### src/rtl/apa102_rx_frame.sv
// APA102 LED-stream receiver: start-frame hunt, shadow capture, atomic commit.
// Optional LED-header check enabled by defining APA102_RX_HDR_CHECK_EN.
module apa102_rx_frame #(
    parameter int unsigned NUM_LEDS     = 7,
    parameter int unsigned SYNC_STAGES  = 2,
    parameter int unsigned IDLE_TIMEOUT = 4096
) (
    input  logic                     clk,
    input  logic                     rst_n,
    input  logic                     sck,
    input  logic                     sda,
    output logic [32*NUM_LEDS-1:0]   data_out,
    output logic                     frame_valid,
    output logic                     frame_error,
    output logic                     busy
);
    localparam int unsigned DATA_W = 32 * NUM_LEDS;
    localparam int unsigned BIT_W  = $clog2(DATA_W + 1);
    localparam int unsigned IDLE_W = (IDLE_TIMEOUT > 0) ? $clog2(IDLE_TIMEOUT + 1) : 1;
    localparam int unsigned ZERO_W = 6;

    typedef enum logic {HUNT, DATA} state_t;

    logic [SYNC_STAGES-1:0] sck_sync, sda_sync;
    logic                   sck_d, sck_rise, sda_bit;

    state_t              state, state_nxt;
    logic [ZERO_W-1:0]   zero_cnt, zero_nxt;
    logic [BIT_W-1:0]    bit_cnt, bit_nxt;
    logic [IDLE_W-1:0]   idle_cnt, idle_nxt;
    logic [DATA_W-1:0]   shadow, shadow_nxt, shift_val;
    logic [DATA_W-1:0]   data_nxt;
    logic                valid_nxt, error_nxt, busy_nxt;
    logic                hdr_ok, timeout_hit;

    // Synchronisers plus edge detect; sda gets a matching extra flop to stay aligned with sck_rise.
    always_ff @(posedge clk) begin
        if (!rst_n) begin
            sck_sync <= '0;
            sda_sync <= '0;
            sck_d    <= 1'b0;
            sck_rise <= 1'b0;
            sda_bit  <= 1'b0;
        end else begin
            sck_sync <= {sck_sync[SYNC_STAGES-2:0], sck};
            sda_sync <= {sda_sync[SYNC_STAGES-2:0], sda};
            sck_d    <= sck_sync[SYNC_STAGES-1];
            sck_rise <= sck_sync[SYNC_STAGES-1] & ~sck_d;
            sda_bit  <= sda_sync[SYNC_STAGES-1];
        end
    end

    assign shift_val   = {shadow[DATA_W-2:0], sda_bit};
    assign timeout_hit = (IDLE_TIMEOUT != 0) && (idle_cnt == IDLE_W'(IDLE_TIMEOUT - 1));

`ifdef APA102_RX_HDR_CHECK_EN
    always_comb begin
        hdr_ok = 1'b1;
        for (int i = 0; i < int'(NUM_LEDS); i++) begin
            if (shift_val[DATA_W-1-32*i -: 3] != 3'b111) hdr_ok = 1'b0;
        end
    end
`else
    assign hdr_ok = 1'b1;
`endif

    // State and datapath registers.
    always_ff @(posedge clk) begin
        if (!rst_n) begin
            state       <= HUNT;
            zero_cnt    <= '0;
            bit_cnt     <= '0;
            idle_cnt    <= '0;
            shadow      <= '0;
            data_out    <= '0;
            frame_valid <= 1'b0;
            frame_error <= 1'b0;
            busy        <= 1'b0;
        end else begin
            state       <= state_nxt;
            zero_cnt    <= zero_nxt;
            bit_cnt     <= bit_nxt;
            idle_cnt    <= idle_nxt;
            shadow      <= shadow_nxt;
            data_out    <= data_nxt;
            frame_valid <= valid_nxt;
            frame_error <= error_nxt;
            busy        <= busy_nxt;
        end
    end

    // Next-state logic; a final-bit sck_rise takes priority over the idle timeout.
    always_comb begin
        state_nxt  = state;
        zero_nxt   = zero_cnt;
        bit_nxt    = bit_cnt;
        idle_nxt   = '0;
        shadow_nxt = shadow;
        data_nxt   = data_out;
        valid_nxt  = 1'b0;
        error_nxt  = 1'b0;

        case (state)
            HUNT: begin
                if (sck_rise) begin
                    if (sda_bit) begin
                        zero_nxt = '0;
                    end else if (zero_cnt == ZERO_W'(31)) begin
                        zero_nxt  = '0;
                        bit_nxt   = '0;
                        state_nxt = DATA;
                    end else begin
                        zero_nxt = zero_cnt + ZERO_W'(1);
                    end
                end
            end
            DATA: begin
                idle_nxt = idle_cnt + IDLE_W'(1);
                if (sck_rise) begin
                    idle_nxt   = '0;
                    shadow_nxt = shift_val;
                    bit_nxt    = bit_cnt + BIT_W'(1);
                    if (bit_cnt == BIT_W'(DATA_W - 1)) begin
                        state_nxt = HUNT;
                        zero_nxt  = '0;
                        if (hdr_ok) begin
                            data_nxt  = shift_val;
                            valid_nxt = 1'b1;
                        end else begin
                            error_nxt = 1'b1;
                        end
                    end
                end else if (timeout_hit) begin
                    idle_nxt  = '0;
                    state_nxt = HUNT;
                    zero_nxt  = '0;
                    error_nxt = 1'b1;
                end
            end
            default: state_nxt = HUNT;
        endcase

        busy_nxt = (state_nxt == DATA);
    end

endmodule

### config.mk
export PLATFORM = sky130hd
export DESIGN_NAME = apa102_rx_frame
export DESIGN_NICKNAME = d
export VERILOG_FILES = /design/src/rtl/apa102_rx_frame.sv
export SDC_FILE = /design/constraint.sdc
export NUM_CORES = 1
export LEC_CHECK = 0
export CAP_MARGIN = 20
export CELL_PAD_IN_SITES_DETAIL_PLACEMENT = 1
export CELL_PAD_IN_SITES_GLOBAL_PLACEMENT = 1
export CORE_MARGIN = 4
export CORE_UTILIZATION = 41
export CTS_CLUSTER_DIAMETER = 120
export DETAILED_ROUTE_END_ITERATION = 6
export GPL_ROUTABILITY_DRIVEN = 0
export GPL_TIMING_DRIVEN = 0
export PLACE_DENSITY = 0.82
export SLEW_MARGIN = 20
export SYNTH_ARGS = -nofsm -noshare
export SYNTH_HDL_FRONTEND = slang
export SYNTH_SLANG_ARGS = --single-unit
### constraint.sdc
create_clock -name clk -period 2.8 [get_ports clk]
set_clock_uncertainty 0.15 [all_clocks]
set_input_delay 0.56 -clock clk [delete_from_list [all_inputs] [get_ports clk]]
set_output_delay 0.56 -clock clk [all_outputs]
set_load 0.1 [all_outputs]
==> flow_summary.toml, run 1 <==
[status]
status = "completed"

[cts]
cts_inserted_buffers = 52
cts.sinks = 484
clk_path_buf_depth = 3
cts_hold_buf = 0
clock_latency_ns = 0.59
path_clk_slew_ns = 0.06
ctsHtreeMaxLevel = 2
cts_root_buf = "clkbuf_16"
cts_tree = "done"

[sta]
rsz0062_at_grt = "no"
hold_ws_ns = 0.246
slew_headroom_pct = 28.1
timing.fmax_mhz = 363
setup_ws_ns = 0.0430
fin_crit_sh_pct = 98.5
setup_violations = 0
fin_crit_ns = 2.76
tightest_slew_ns = 1.08
drv_slew = 0
hold_viol_final = 0

[detailed_routing]
vias_per_cell = 4.96
first_pass_iters = 7
postRouteAntennaNets = 0
drt-wirelength-per-cell_um = 16.4
drc = 0
drt-total-wl_um = 49800
via_count = 15100
drtIter0Drc = 518

[setup_path]
timing.rr.start = "bit_cnt[0]"
reg2reg_depth = 8
slowest_delay_ns = 1.13
crit_buf_inv = 1
critPathCaptureType = "primary output"
slowest_stage = "clkdlybuf4s50_1"
cp-start-kind = "register"
crit_arrival_ns = 2.05
r2r-end = "data_out[221]"
path_class = "reg -> out"
r2r_slack_ns = 0.19
path_max_fanout = 2
required_ns = 2.09
path_cells = "clkdlybuf4s50_1"
critical_path.top_delay_family = "buffers and inverters"

[die]
start_util_pct = 41.5
coreArea_mm2 = 0.0432
row_count = 76
die_area_mm2 = 0.0471
die_y_um = 217
die_x_um = 217
ios = 231

[placement]
hpwl_um = 35000
dp_cells = 2935
post-place-ws_ns = -0.139
portBuffers = 229
placed_cell_area_mm2 = 0.0210

[logic_synthesis]
synth_edf_count = 0
synthTopCellsByArea = "dfxtp_1 54%, nand2_1 19%, a21boi_0 13%"
synth.top_cell.area_share_pct = 54.0
syn_nets = 2128
synth.distinct_cells = 44
ys_warn_count = 0
syn_area_mm2 = 0.0179
synth_top_cell_by_area = "dfxtp_1"
postSynthAreaPerCell_um2 = 8.45
ys_ff_latch = 484
synth-async-reset-ratio_pct = 0
synth_cells = 2121
ys_seq_area_share_pct = 54.0
synthFlopType = "dfxtp_1"

[grt]
track_usage_pct = 20.8
gr-total-overflow = 0
grt_pass1_wl_um = 81200
grt_max_degree = 14
grt_pass1_vias = 15800
antenna_found_initial = 0

[final_layout]
final_common_cell = "nand2_1"
nets = 2414
final_cell_mix = "914 x nand2_1, 484 x dfxtp_1, 299 x a21boi_0"
area_growth_pct = 25.8
final_cell_area_mm2 = 0.0226
antenna_cells = 0
layout-drive-gt1-share_pct = 6.04
final_cells = 3035

[min_path]
min_delay_path_depth = 1
hp-start = "sck_d"
hp-class = "reg -> reg"
holdPathEnd = "sck_rise"

[power_and_ir_drop]
leakagePower_nw = 8.67
peakVddDrop_uv = 433
p_per_area_mw_per_mm2 = 635

[job]
cap_violations = 0
-- sequential cells by signal, indices dropped and copies added (netlist names) --
register     flops
state            1
sck_rise         1
bit_cnt          8
sck_d            1
frame_error      1
sda_sync         2
shadow         223
idle_cnt        13
sck_sync         2
frame_valid      1
data_out       224
sda_bit          1
zero_cnt         6
-- cell families (layout without fill, tap and decap cells) --
family	after synthesis	count (layout)	share of synthesized area, %
AOI/OAI and AO/OA	474	474	19.8
buffers and inverters	157	486	3.67
xor gates and xnor gates	10	10	0.488
and+or+nand+nor	990	990	21.6
adders and majority gates	3	3	0.209
DFF	484	484	54.0
muxes	3	3	0.167
-- power breakdown --
part | switching, mW | total, mW | internal [mW]
Sequential | 0.00241 | 6.89 | 6.89
Combinational | 0.115 | 0.215 | 0.100
Clock | 2.81 | 7.22 | 4.41
Total | 2.92 | 14.3 | 11.4
-- how the worst max path moves through the flow --
stage                  startpoint       endpoint  slack, ns  depth (start not counted)
detailed placement     bit_cnt[0]   data_out[46]      -0.14                          7
global route        data_out[125]  data_out[125]     0.0009                          1
floorplan                   state    data_out[0]       0.13                          7
finish              data_out[125]  data_out[125]       0.04                          1
CTS                 data_out[106]  data_out[106]     0.0008                          1
global placement       bit_cnt[0]   data_out[94]      -0.05                          7
-- synthesized netlist by cell type, drive strengths merged (2+ instances only) --
| cell | count |
|---|---|
| or2 | 2 |
| a21boi | 448 |
| xor2 | 2 |
| nor2 | 20 |
| xnor2 | 8 |
| a31oi | 2 |
| and2 | 8 |
| nor3 | 4 |
| o22ai | 4 |
| nand2 | 914 |
| inv | 5 |
| nand3b | 2 |
| nor3b | 2 |
| clkbuf | 93 |
| or4 | 2 |
| or3 | 2 |
| nand4 | 3 |
| ha | 3 |
| a21oi | 5 |
| dfxtp | 484 |
| o21ai | 5 |
| buf | 59 |
| mux2i | 3 |
| nor4 | 4 |
| nand2b | 3 |
| nand3 | 13 |
| nor2b | 4 |
| and3 | 6 |
-- metrics by stage --
stage	setup TNS (ns)	power [mW]	utilization [%]
2_1_floorplan	0	7.20	-
3_3_place_gp	-0.883	7.26	48.5
3_5_place_dp	-7.83	7.26	48.5
4_1_cts	0	14.5	52.2
5_1_grt	0	14.8	52.3
6_report	0	14.3	52.3
-- layer usage --
metal	routed length, µm	global-route usage [%]
met3	2300	4.43
met4	1100	5.89
met2	25000	37.4
met5	0	0
met1	21400	25.0
-- cell type report --
| type | instances | area (µm²) |
|---|---|---|
| fill | 5193 | 20600 |
| sequential | 484 | 9690 |
| multi-input combinational | 1480 | 7590 |
| timing repair buffer | 232 | 2080 |
| clock buffer | 83 | 1580 |
| tap | 585 | 732 |
| buffer | 152 | 643 |
| clock inverter | 14 | 234 |
| inverter | 5 | 18.8 |
-- timing repair --
item,in CTS,in global routing
buffers inserted,3,0
cloned,0,0
pin swaps,1,0
endpoints found under the setup margin,324,105
resized for setup,213,16
No activity file was read; power rests on OpenSTA's default activity.
==> inputs of run 2 (changes only) <==
- CAP_MARGIN: 20 -> 10
==> results of run 2 <==
Final layout, timing and power as in run 1 (identical DEF).
